File: src/rtl/rtc_pkg.sv
// Shared constants for the RTC access scheduler:
// register map, scan order and scheduler state encoding.
package rtc_pkg;

    localparam logic [7:0] ADDR_SEG  = 8'h21;
    localparam logic [7:0] ADDR_MIN  = 8'h22;
    localparam logic [7:0] ADDR_HORA = 8'h23;
    localparam logic [7:0] ADDR_DIA  = 8'h24;
    localparam logic [7:0] ADDR_MES  = 8'h25;
    localparam logic [7:0] ADDR_ANIO = 8'h26;
    localparam logic [7:0] ADDR_CMD  = 8'hF0;

    localparam logic [2:0] SCAN_LAST = 3'd5;

    // Element 0 is scanned first.
    localparam logic [5:0][7:0] SCAN_ADDR = {
        ADDR_ANIO, ADDR_MES, ADDR_DIA,
        ADDR_HORA, ADDR_MIN, ADDR_SEG
    };

    typedef enum logic [2:0] {
        S_INIT_ISSUE,
        S_INIT_WAIT,
        S_IDLE,
        S_RD_ISSUE,
        S_RD_WAIT,
        S_WR_ISSUE,
        S_WR_WAIT
    } state_e;

endpackage

File: src/rtl/rtc_timeout_counter.sv
// Watchdog for one engine transaction: counts wait cycles
// and flags expiry once the limit is reached.
module rtc_timeout_counter #(
    parameter int unsigned LIMIT = 255
) (
    input  logic clk,
    input  logic reset,
    input  logic clear,
    input  logic enable,
    output logic expired
);

    localparam int W = $clog2(LIMIT + 1);

    logic [W-1:0] cnt_q, cnt_d;

    assign expired = (cnt_q == W'(LIMIT));

    always_comb begin
        cnt_d = cnt_q;
        if (clear) begin
            cnt_d = '0;
        end else if (enable && !expired) begin
            cnt_d = cnt_q + 1'b1;
        end
    end

    always_ff @(posedge clk) begin
        if (reset) begin
            cnt_q <= '0;
        end else begin
            cnt_q <= cnt_d;
        end
    end

endmodule

File: src/rtl/rtc_access_scheduler.sv
// Serialises init write, periodic shadow scans and user edit
// writes onto the single start/done RTC engine port.
module rtc_access_scheduler
    import rtc_pkg::*;
#(
    parameter int unsigned REFRESH_CYCLES = 100000,
    parameter int unsigned TIMEOUT_CYCLES = 255,
    parameter logic [7:0]  INIT_ADDR      = 8'h02,
    parameter logic [7:0]  INIT_DATA      = 8'h10
) (
    input  logic       clk,
    input  logic       reset,
    input  logic       wr_req,
    input  logic [7:0] wr_addr,
    input  logic [7:0] wr_data,
    output logic       wr_ack,
    output logic       trans_start,
    output logic       trans_rw,
    output logic [7:0] trans_addr,
    output logic [7:0] trans_wdata,
    input  logic       trans_done,
    input  logic [7:0] trans_rdata,
    output logic [7:0] seg,
    output logic [7:0] min,
    output logic [7:0] hora,
    output logic [7:0] dia,
    output logic [7:0] mes,
    output logic [7:0] anio,
    output logic       scan_valid,
    output logic       busy,
    output logic       error
);

    localparam int RW = (REFRESH_CYCLES > 1) ? $clog2(REFRESH_CYCLES) : 1;
    localparam logic [RW-1:0] RELOAD = RW'(REFRESH_CYCLES - 1);

    state_e          state_q, state_d;
    logic [2:0]      idx_q, idx_d;
    logic            resume_q, resume_d;
    logic            pend_q, pend_d;
    logic [RW-1:0]   ref_q, ref_d;
    logic            start_q, start_d;
    logic            rw_q, rw_d;
    logic [7:0]      addr_q, addr_d;
    logic [7:0]      wdata_q, wdata_d;
    logic            ack_q, ack_d;
    logic            sv_q, sv_d;
    logic            busy_q, busy_d;
    logic            err_q, err_d;
    logic [5:0][7:0] shadow_q, shadow_d;

    logic in_wait, in_issue, expired;
    logic finish, abort, req, ref_zero;

    assign in_wait  = state_q inside {S_INIT_WAIT, S_RD_WAIT, S_WR_WAIT};
    assign in_issue = state_q inside {S_INIT_ISSUE, S_RD_ISSUE, S_WR_ISSUE};
    // A done arriving on the expiry cycle wins over the abort.
    assign finish   = in_wait && (trans_done || expired);
    assign abort    = in_wait && expired && !trans_done;
    // The ack cycle already counts as the request being withdrawn.
    assign req      = wr_req && !ack_q;
    assign ref_zero = (ref_q == '0);

    rtc_timeout_counter #(
        .LIMIT   (TIMEOUT_CYCLES)
    ) u_tmo (
        .clk     (clk),
        .reset   (reset),
        .clear   (in_issue),
        .enable  (in_wait),
        .expired (expired)
    );

    always_comb begin
        state_d  = state_q;
        idx_d    = idx_q;
        resume_d = resume_q;
        pend_d   = pend_q | ref_zero;
        ref_d    = ref_zero ? RELOAD : ref_q - 1'b1;
        start_d  = 1'b0;
        rw_d     = rw_q;
        addr_d   = addr_q;
        wdata_d  = wdata_q;
        ack_d    = 1'b0;
        sv_d     = 1'b0;
        busy_d   = busy_q && !finish;
        err_d    = err_q || abort;
        shadow_d = shadow_q;
        unique case (state_q)
            S_INIT_ISSUE: begin
                start_d = 1'b1;
                busy_d  = 1'b1;
                rw_d    = 1'b0;
                addr_d  = INIT_ADDR;
                wdata_d = INIT_DATA;
                state_d = S_INIT_WAIT;
            end
            S_INIT_WAIT: begin
                if (finish) state_d = S_IDLE;
            end
            S_IDLE: begin
                if (req) begin
                    state_d = S_WR_ISSUE;
                end else if (pend_d) begin
                    pend_d  = 1'b0;
                    idx_d   = '0;
                    state_d = S_RD_ISSUE;
                end
            end
            S_RD_ISSUE: begin
                start_d = 1'b1;
                busy_d  = 1'b1;
                rw_d    = 1'b1;
                addr_d  = SCAN_ADDR[idx_q];
                state_d = S_RD_WAIT;
            end
            S_RD_WAIT: begin
                if (finish) begin
                    if (!abort) shadow_d[idx_q] = trans_rdata;
                    if (idx_q == SCAN_LAST) begin
                        sv_d    = 1'b1;
                        state_d = S_IDLE;
                    end else if (req) begin
                        resume_d = 1'b1;
                        state_d  = S_WR_ISSUE;
                    end else begin
                        idx_d   = idx_q + 1'b1;
                        state_d = S_RD_ISSUE;
                    end
                end
            end
            S_WR_ISSUE: begin
                start_d = 1'b1;
                busy_d  = 1'b1;
                rw_d    = 1'b0;
                addr_d  = wr_addr;
                wdata_d = wr_data;
                state_d = S_WR_WAIT;
            end
            S_WR_WAIT: begin
                if (finish) begin
                    ack_d = 1'b1;
                    if (resume_q) begin
                        resume_d = 1'b0;
                        idx_d    = idx_q + 1'b1;
                        state_d  = S_RD_ISSUE;
                    end else begin
                        state_d = S_IDLE;
                    end
                end
            end
            default: state_d = S_INIT_ISSUE;
        endcase
    end

    always_ff @(posedge clk) begin
        if (reset) begin
            state_q  <= S_INIT_ISSUE;
            idx_q    <= '0;
            resume_q <= 1'b0;
            pend_q   <= 1'b0;
            ref_q    <= RELOAD;
            start_q  <= 1'b0;
            rw_q     <= 1'b1;
            addr_q   <= '0;
            wdata_q  <= '0;
            ack_q    <= 1'b0;
            sv_q     <= 1'b0;
            busy_q   <= 1'b0;
            err_q    <= 1'b0;
            shadow_q <= '0;
        end else begin
            state_q  <= state_d;
            idx_q    <= idx_d;
            resume_q <= resume_d;
            pend_q   <= pend_d;
            ref_q    <= ref_d;
            start_q  <= start_d;
            rw_q     <= rw_d;
            addr_q   <= addr_d;
            wdata_q  <= wdata_d;
            ack_q    <= ack_d;
            sv_q     <= sv_d;
            busy_q   <= busy_d;
            err_q    <= err_d;
            shadow_q <= shadow_d;
        end
    end

    assign wr_ack      = ack_q;
    assign trans_start = start_q;
    assign trans_rw    = rw_q;
    assign trans_addr  = addr_q;
    assign trans_wdata = wdata_q;
    assign scan_valid  = sv_q;
    assign busy        = busy_q;
    assign error       = err_q;
    assign seg         = shadow_q[0];
    assign min         = shadow_q[1];
    assign hora        = shadow_q[2];
    assign dia         = shadow_q[3];
    assign mes         = shadow_q[4];
    assign anio        = shadow_q[5];

endmodule
File: config.mk
export PLATFORM = sky130hd
export DESIGN_NAME = rtc_access_scheduler
export DESIGN_NICKNAME = d
export VERILOG_FILES = /design/src/rtl/rtc_pkg.sv /design/src/rtl/rtc_timeout_counter.sv /design/src/rtl/rtc_access_scheduler.sv
export SDC_FILE = /design/constraint.sdc
export NUM_CORES = 1
export LEC_CHECK = 0
export BUFFER_PORTS_ARGS = -buffer_cell sky130_fd_sc_hd__buf_2
export CAP_MARGIN = 10
export CORE_ASPECT_RATIO = 0.9
export CORE_MARGIN = 10
export CORE_UTILIZATION = 25
export DETAILED_ROUTE_END_ITERATION = 10
export GPL_TIMING_DRIVEN = 0
export PLACE_DENSITY_LB_ADDON = 0.25
export RECOVER_POWER = 25
export SETUP_SLACK_MARGIN = 0.4
export SKIP_CTS_REPAIR_TIMING = 1
export SLEW_MARGIN = 10
export SYNTH_ARGS = -nofsm -noshare
export SYNTH_HDL_FRONTEND = slang
export SYNTH_SLANG_ARGS = --single-unit
File: constraint.sdc
create_clock -name clk -period 2.4 [get_ports clk]
set_input_delay 0.12 -clock clk [delete_from_list [all_inputs] [get_ports clk]]
set_output_delay 0.12 -clock clk [all_outputs]
set_load 0.03 [all_outputs]
==> out/metrics.yaml, run 1 <==
status: "complete, no violations"
die_area_sq_um: 24000
cts_made_buffers: 9
worstPathArrival_ns: 2.36
worstHoldPathCells: 3
drc: 0
period_minus_slack_ns: 2.11
vias_per_cell: 4.51
synth_area_leaders: "dfxtp_1 (47%), mux2i_1 (9.9%), nor2_1 (7.7%)"
die_h_um: 148
clock_sinks: 106
io_buffers: 96
slew_violations: 0
synthTopCellsByCount: "dfxtp_1 (106), nor2_1 (93), nand2_1 (46), mux2i_1 (45)"
synthArstFlopShare_pct: 0
setup_tns_ns: 0
chipWidth_um: 162
diodes: 0
place_area_sq_um: 5360
syn2layout_area_growth_pct: 28.6
cp_cell_sequence: "or4_4, nor3_4, a31oi_4, or4_4, a21o_1"
num_vias: 3991
ir_worst_vdd_mv: 0.375
fin_nets: 672
cts_buffer_depth: 2
power_density_nw_per_um2: 784
min_path_type: "primary input to register"
met3_length_um: 712
dp_slack_ns: 0.190
cp_slowest_cell: "or4_4"
clkPwrFrac_pct: 32.1
setup_viol: 0
worstSetupPathType: "register to register"
synthesis.area_sq_um: 4540
htree_num_levels: 3
crit_top_cell: "or4_4"
crit_fanout: 5
synth_top_area_share_pct: 46.7
seqPwrFrac_pct: 42.1
synth.avg_cell_area_sq_um: 8.87
yosysWarnings: 0
synthDistinctLibCells: 53
wl_met1_um: 6160
cts_tree: "yes"
critPathRequiredTime_ns: 2.66
maxCapViolations: 0
critPathMaxStageDelay_ns: 0.56
p_int_uw: 3030
initial_core_util_pct: 25.6
rsz0062_at_grt: "true"
ys_seq_area_share_pct: 46.7
drive_gt1_share_pct: 21.3
overflow: 0
routedWlPerCell_um: 14.7
synthesis.nets: 545
grt_max_degree: 20
max_freq_mhz: 475
dpl.hpwl_um: 9650
ff2ff_path_depth: 5
grtUsageTotal_pct: 10.6
dr_wl_met2_um: 5980
min_from: "wr_addr[5]"
synth-seq-cells: 106
fin_crit_sh_pct: 87.7
whs_ns: 0.0687
synth_edf_count: 0
clk_pin_slew_ns: 0.07
synth_top_cell_by_area: "dfxtp_1"
rows: 46
grt_pass1_wl_um: 20500
grt_pass1_vias: 3806
drtAntennaViolNets: 0
synthFlopType: "dfxtp_1"
maxSlewHeadroom_pct: 54.8
synthCells: 512
io_pins: 98
pwr-share-comb_pct: 25.8
insertion_delay_ns: 0.36
cp-startpoint: "ref_q[2]$_SDFF_PP1_"
top_layer_used: "met4"
power.total_uw: 4580
fin_area_sq_um: 5840
wl_um: 13000
antenna_found_initial: 0
critPathCaptureType: "register"
p_sw_uw: 1550
finClkSkew_ns: 0.00760
yosysMostFrequentCell: "dfxtp_1"
drt_first_iter_violations: 190
gp_congestion: 0.802
rr_startpoint: "ref_q[2]$_SDFF_PP1_"
nFillCells: 1904
leakage_uw: 0.00220
cts_root_buf: "clkbuf_16"
p_sw_share_pct: 33.9
start_kind: "register"
fin_ws_ns: 0.294
tightest_slew_ns: 0.676
firstDrtPassIters: 4
core_area_sq_um: 17700
hold_viol_final: 0
==> cells in the final DEF (no fill, tap or decap), types with 15 or more instances in the layout <==
cell type / instances
buf_2: 55
clkbuf_1: 60
inv_1: 15
a21oi_1: 22
nand2_1: 44
o21ai_0: 17
dfxtp_1: 97
mux2i_1: 44
nor2_1: 93
xnor2_1: 15
buf_4: 20
==> worst paths after layout <==
kind / end / slack [ns]
min reg2reg: ref_q[0]$_SDFF_PP1_ / 0.41
min: trans_addr[5]$_SDFFE_PP0P_ / 0.07
max: register / 0.29
max reg2reg: register / 0.29
==> metal layers <==
layer  track usage [%]  vias up
met2              16.4       85
met3              3.47       11
li1                  -     2017
met1              13.7     1878
met5                 0        -
met4              3.41        0
==> power by group through the flow <==
stage / logic (uW) / registers [uW] / clock network (uW)
2_1_floorplan: 628 / 2070 / 0
3_3_place_gp: 1050 / 1960 / 0
3_5_place_dp: 1060 / 1960 / 0
4_1_cts: 1070 / 1920 / 1530
5_1_grt: 1300 / 1940 / 1580
6_report: 1180 / 1930 / 1470
==> area by class of cell <==
class                      count  area (sq um)  share of cell area, %
timing repair buffer         116           588                   10.1
clock inverter                 6          55.1                  0.943
multi-input combinational    363          2330                   40.0
inverter                      16          60.1                   1.03
sequential                   106          2140                   36.6
buffer                        27           125                   2.14
clock buffer                  10           239                   4.09
tap                          240           300                   5.14
==> registers in the layout, summed over array words and instances (netlist names), named ones only <==
signal and count:
ref_q 17, anio 8, dia 8, hora 8
mes 8, min 8, seg 8, trans_addr 8
trans_wdata 8, u_tmo.cnt_q 8, idx_q 3, state_q 3
busy 1, error 1, pend_q 1, resume_q 1
scan_valid 1, trans_rw 1, trans_start 1, wr_ack 1
==> metrics by stage <==
stage	util [%]	instances
final	32.9	884
after global routing	32.9	884
after global placement	30.2	848
after CTS	31.9	864
after detailed placement	30.2	848
after floorplan	-	512
==> critical path, delay by kind of cell (launching register included) <==
family          cells  cell delay (ns)
flops               1             0.35
simple gates        3             1.35
compound gates      2             0.30
==> kinds of logic (layout without fill, tap and decap cells) <==
kind of cell             Yosys count  in the layout  synth area share, %
buffers and inverters             43            175                 3.72
flip-flops                       106            106                 46.7
AO/OA/AOI/OAI                     77             77                 10.9
XOR/XNOR                          21             21                 4.05
multiplexers                      45             45                 9.92
AND/OR/NAND/NOR                  215            215                 23.3
adder cells (fa/ha/maj)            5              5                 1.38
Power figures use the tool's default switching activity.
==> run 2, diff against run 1 <==
--- a/config.mk
+++ b/config.mk
@@ -5,9 +5,9 @@
 export SDC_FILE = /design/constraint.sdc
 export NUM_CORES = 1
 export LEC_CHECK = 0
-export BUFFER_PORTS_ARGS = -buffer_cell sky130_fd_sc_hd__buf_2
+export BUFFER_PORTS_ARGS = -buffer_cell sky130_fd_sc_hd__buf_4
 export CAP_MARGIN = 10
-export CORE_ASPECT_RATIO = 0.9
+export CORE_ASPECT_RATIO = 0.5
 export CORE_MARGIN = 10
 export CORE_UTILIZATION = 25
 export DETAILED_ROUTE_END_ITERATION = 10
==> constraint.sdc (replaced) <==
create_clock -name clk -period 2.3 [get_ports clk]
set_input_delay 0.115 -clock clk [delete_from_list [all_inputs] [get_ports clk]]
set_output_delay 0.115 -clock clk [all_outputs]
set_load 0.03 [all_outputs]
==> out/metrics.yaml, run 2 (synthesis gave the netlist of run 1 again) <==
status: "complete, no violations"
worstPathArrival_ns: 2.36
finClkSkew_ns: 0.0126
layout_commonest_cell: "dfxtp_1"
cts_root_buf: "clkbuf_16"
period_minus_slack_ns: 2.12
clk_pin_slew_ns: 0.08
vias_per_cell: 4.46
rows: 34
routedWlPerCell_um: 15.4
initial_core_util_pct: 25.8
worst_hold_path.endpoint: "anio[7]$_SDFFE_PP0P_"
maxSlewHeadroom_pct: 57.6
dpl.hpwl_um: 9740
cts_made_buffers: 9
tightest_slew_ns: 0.633
insertion_delay_ns: 0.36
cts_buffer_depth: 2
rr_startpoint: "ref_q[4]$_SDFF_PP1_"
die_h_um: 115
fin_nets: 665
regMostFlops: "ref_q"
start_kind: "register"
hold_viol_final: 0
drive_gt1_share_pct: 21.2
leakage_uw: 0.00221
die_area_sq_um: 24300
gp_congestion: 0.775
critPathCaptureType: "register"
grt_pass1_vias: 3743
htree_num_levels: 3
fin_crit_sh_pct: 92.1
min_from: "trans_rdata[7]"
overflow: 0
diodes: 0
largest_reg_flops: 17
crit_fanout: 6
num_vias: 3884
cts_tree: "yes"
core_area_sq_um: 17600
critPathRequiredTime_ns: 2.54
grtUsageTotal_pct: 10.9
drc: 0
ff2ff_path_depth: 5
rrSetupSlack_ns: 0.18
min_path_type: "primary input to register"
setup_tns_ns: 0
power.total_uw: 4860
clock_sinks: 106
power_density_nw_per_um2: 816
worstSetupPathType: "register to register"
wl_um: 13400
ir_worst_vdd_mv: 0.371
worstHoldPathCells: 3
antenna_found_initial: 0
setup_viol: 0
grt_max_degree: 21
layout_common_cells: "dfxtp_1 (97), nor2_1 (93), buf_4 (62)"
slew_violations: 0
io_buffers: 96
syn2layout_area_growth_pct: 31.3
maxCapViolations: 0
max_freq_mhz: 472
dp.cells: 842
drtAntennaViolNets: 0
fin_cells: 871
firstDrtPassIters: 4
io_pins: 98
rsz0062_at_grt: "true"
grt_pass1_wl_um: 21000
drt_first_iter_violations: 225
chipWidth_um: 211
## run 2: area by class of cell
class                      count  area, sq um
clock inverter                 7         71.3
clock buffer                   9          225
inverter                      16         60.1
sequential                   106         2140
tap                          234          293
timing repair buffer         109          693
buffer                        27          134
fill                        1886        11600
multi-input combinational    363         2350
## run 2: worst max-delay path by stage
| stage | depth (start not counted) | slack, ns | endpoint | startpoint |
|---|---|---|---|---|
| floorplan | 6 | 0.33 | register | u_tmo.cnt_q[1]$_SDFFE_PP0P_ |
| global placement | 5 | 0.08 | register | state_q[1]$_SDFFE_PP0P_ |
| detailed placement | 6 | 0.07 | seg[2]$_SDFFE_PP0P_ | state_q[2]$_SDFFE_PP0P_ |
| CTS | 6 | 0.05 | seg[2]$_SDFFE_PP0P_ | state_q[2]$_SDFFE_PP0P_ |
| global route | 5 | 0.1 | register | state_q[1]$_SDFFE_PP0P_ |
| finish | 5 | 0.18 | register | ref_q[4]$_SDFF_PP1_ |
## run 2: worst max-delay path, cell delays in order (launching register included)
cell     delay, ns
dfxtp_2       0.34
or4_4         0.57
nor3_4        0.26
a31oi_4       0.16
or4_4         0.50
a21o_1        0.17
## run 2: report_power, final
part | leakage [uW] | internal (uW) | switching (uW) | total (uW)
Combinational | 0.00121 | 482 | 826 | 1310
Sequential | 0.000860 | 1940 | 76.9 | 2020
Clock | 0.000139 | 766 | 774 | 1540
Total | 0.00221 | 3190 | 1680 | 4860
## run 2: metal layers
metal / GRT usage, % / vias to the layer above / wire [um]
li1: - / 1989 / -
met1: 14.0 / 1823 / 6510
met2: 17.9 / 67 / 6300
met3: 2.82 / 5 / 537
met4: 2.59 / 0 / 85
met5: 0 / - / 0
## run 2: through the flow
stage	setup WS, ns	hold slack [ns]	cell area, sq um	utilization [%]
3_5_place_dp	0.0700	0.403	5600	31.8
2_1_floorplan	0.326	0.259	4580	-
5_1_grt	0.0983	0.0492	5960	33.9
3_3_place_gp	0.0842	0.392	5600	31.8
4_1_cts	0.0523	0.0397	5890	33.5
6_report	0.182	0.0480	5960	33.9
==> run 3, diff against run 2 <==
--- a/config.mk
+++ b/config.mk
@@ -5,6 +5,7 @@
 export SDC_FILE = /design/constraint.sdc
 export NUM_CORES = 1
 export LEC_CHECK = 0
+export ABC_AREA = 1
 export BUFFER_PORTS_ARGS = -buffer_cell sky130_fd_sc_hd__buf_4
 export CAP_MARGIN = 10
 export CORE_ASPECT_RATIO = 0.5
==> out/metrics.yaml, run 3 <==
status: "complete, but fails checks"
violations: "negative hold slack"
synthFlopType: "dfxtp_1"
cts_tree: "yes"
timing.rr.end: "hora[0]$_SDFFE_PP0P_"
start_kind: "register"
fin_cells: 908
chipWidth_um: 203
seqPwrFrac_pct: 42.4
ir_worst_vdd_mv: 0.371
htree_num_levels: 3
layout_commonest_cell: "nor2_1"
regArea_sq_um: 2130
rr_startpoint: "state_q[1]$_SDFFE_PP0P_"
cp_cell_sequence: "nor2_4, nand2_2, inv_1, nand2_1, nor2_1, nand2_1, inv_2, nor2_1, nor2_1"
setup_viol: 0
p_sw_share_pct: 34.1
fin_crit_sh_pct: 76.2
drc: 0
diodes: 0
synth_area_leaders: "dfxtp_1 (51%), nor2_1 (12%), nand2_1 (7.5%)"
synthArstFlopShare_pct: 0
largest_reg_flops: 17
layout_common_cells: "nor2_1 (133), dfxtp_1 (101), nand2_1 (81)"
insertion_delay_ns: 0.35
power_density_nw_per_um2: 881
crit_top_cell: "nor2_1"
dpl.hpwl_um: 9220
overflow: 0
regMostFlops: "ref_q"
synth.avg_cell_area_sq_um: 7.51
worst_hold_path.endpoint: "trans_addr[7]$_SDFFE_PP0P_"
max_freq_mhz: 570
vias_per_cell: 4.28
tightest_slew_ns: 0.677
grt_pass1_wl_um: 20000
crit_fanout: 9
fin_area_sq_um: 5520
finalCoreUtilization_pct: 33.6
synthDistinctLibCells: 31
cp-startpoint: "state_q[1]$_SDFFE_PP0P_"
critPathRequiredTime_ns: 2.58
synth_edf_count: 0
worstSetupPathType: "register to register"
synth_top_cell_by_area: "dfxtp_1"
period_minus_slack_ns: 1.75
synthCells: 557
num_vias: 3890
wl_um: 12100
clock_sinks: 106
cts_made_buffers: 9
rsz0062_at_grt: "true"
nFillCells: 1822
yosysWarnings: 0
core_area_sq_um: 16400
drive_gt1_share_pct: 20.0
syn2layout_area_growth_pct: 31.9
place_area_sq_um: 5190
drt_first_iter_violations: 200
io_pins: 98
cts_buffer_depth: 2
min_from: "wr_addr[7]"
rows: 33
worstHoldPathCells: 2
maxCapViolations: 0
setup_tns_ns: 0
whs_ns: -0.0000308
synthTopCellsByCount: "nor2_1 (137), dfxtp_1 (106), nand2_1 (84), o21ai_0 (60), inv_1 (49)"
firstDrtPassIters: 4
synthesis.nets: 590
routedWlPerCell_um: 13.4
ys_seq_area_share_pct: 50.7
grtUsageTotal_pct: 10.7
hold_viol_final: 1
p_sw_uw: 1660
cp_slowest_cell: "dfxtp_2"
dp.cells: 881
yosysMostFrequentCell: "nor2_1"
grt_max_degree: 18
finClkSkew_ns: 0.00953
pwr-share-comb_pct: 27.3
min_path_type: "primary input to register"
maxSlewHeadroom_pct: 54.9
synth_top_area_share_pct: 50.7
critPathMaxStageDelay_ns: 0.36
clkPwrFrac_pct: 30.2
grt_pass1_vias: 3769
gp_congestion: 0.799
synth-seq-cells: 106
io_buffers: 97
rrSetupSlack_ns: 0.55
initial_core_util_pct: 25.5
clk_pin_slew_ns: 0.07
die_area_sq_um: 22600
fin_nets: 709
p_int_uw: 3200
critPathCaptureType: "register"
drtAntennaViolNets: 0
synthesis.area_sq_um: 4180
die_h_um: 111
leakage_uw: 0.00221
slew_violations: 0
ff2ff_path_depth: 9
multi_input_area_sq_um: 1940
cts_root_buf: "clkbuf_16"
antenna_found_initial: 0
worstPathArrival_ns: 2.04
==> run 3: logic make-up after synthesis <==
family	share of synthesized area, %
xor+xnor	1.26
buf+inv	5.77
compound gates	13.3
flops	50.7
fa+ha+maj	1.50
simple gates	27.4
==> run 3: worst max-delay path: cells and delay by family (launching register included) <==
family                 cells  cell delay (ns)
DFF                        1             0.36
and+or+nand+nor            7             1.01
buffers and inverters      2             0.32
==> run 3: metal layers <==
metal / GRT usage [%] / share of wire [%] / up-vias
met1: 13.6 / 48 / 1767
met2: 17.3 / 45 / 66
met3: 3.67 / 5.2 / 10
met5: 0 / 0 / -
met4: 2.22 / 1.1 / 0
li1: - / - / 2047
==> run 3: area by class of cell <==
cell class / instances / share of cell area [%]
tap: 227 / 5.15
multi-input combinational: 388 / 35.2
sequential: 106 / 38.6
buffer: 10 / 0.771
clock inverter: 6 / 0.726
timing repair buffer: 107 / 11.6
clock buffer: 10 / 4.33
inverter: 54 / 3.68
==> run 3: power groups by stage <==
stage          clock network [uW]  registers [uW]  logic, uW
3_5_place_dp                    0            2090       1170
4_1_cts                      1530            2050       1180
5_1_grt                      1600            2080       1480
2_1_floorplan                   0            2230        649
6_report                     1470            2060       1330
3_3_place_gp                    0            2090       1170
==> run 3: per-stage QoR <==
| step | power [uW] | hold slack (ns) | worst slack, ns |
|---|---|---|---|
| after floorplan | 2880 | 0.264 | 0.682 |
| after global placement | 3260 | 0.355 | 0.291 |
| after detailed placement | 3260 | 0.358 | 0.281 |
| after CTS | 4760 | -0.00840 | 0.276 |
| after global routing | 5160 | 0.00151 | 0.346 |
| final | 4860 | -0.0000308 | 0.546 |
==> run 3: worst max-delay path by stage <==
stage	endpoint	slack, ns	cells past startpoint
2_1_floorplan	ref_q[14]$_SDFF_PP0_	0.68	8
3_3_place_gp	u_tmo.cnt_q[4]$_SDFFE_PP0P_	0.29	8
3_5_place_dp	u_tmo.cnt_q[4]$_SDFFE_PP0P_	0.28	8
4_1_cts	u_tmo.cnt_q[4]$_SDFFE_PP0P_	0.28	8
5_1_grt	hora[0]$_SDFFE_PP0P_	0.35	9
6_report	hora[0]$_SDFFE_PP0P_	0.55	9
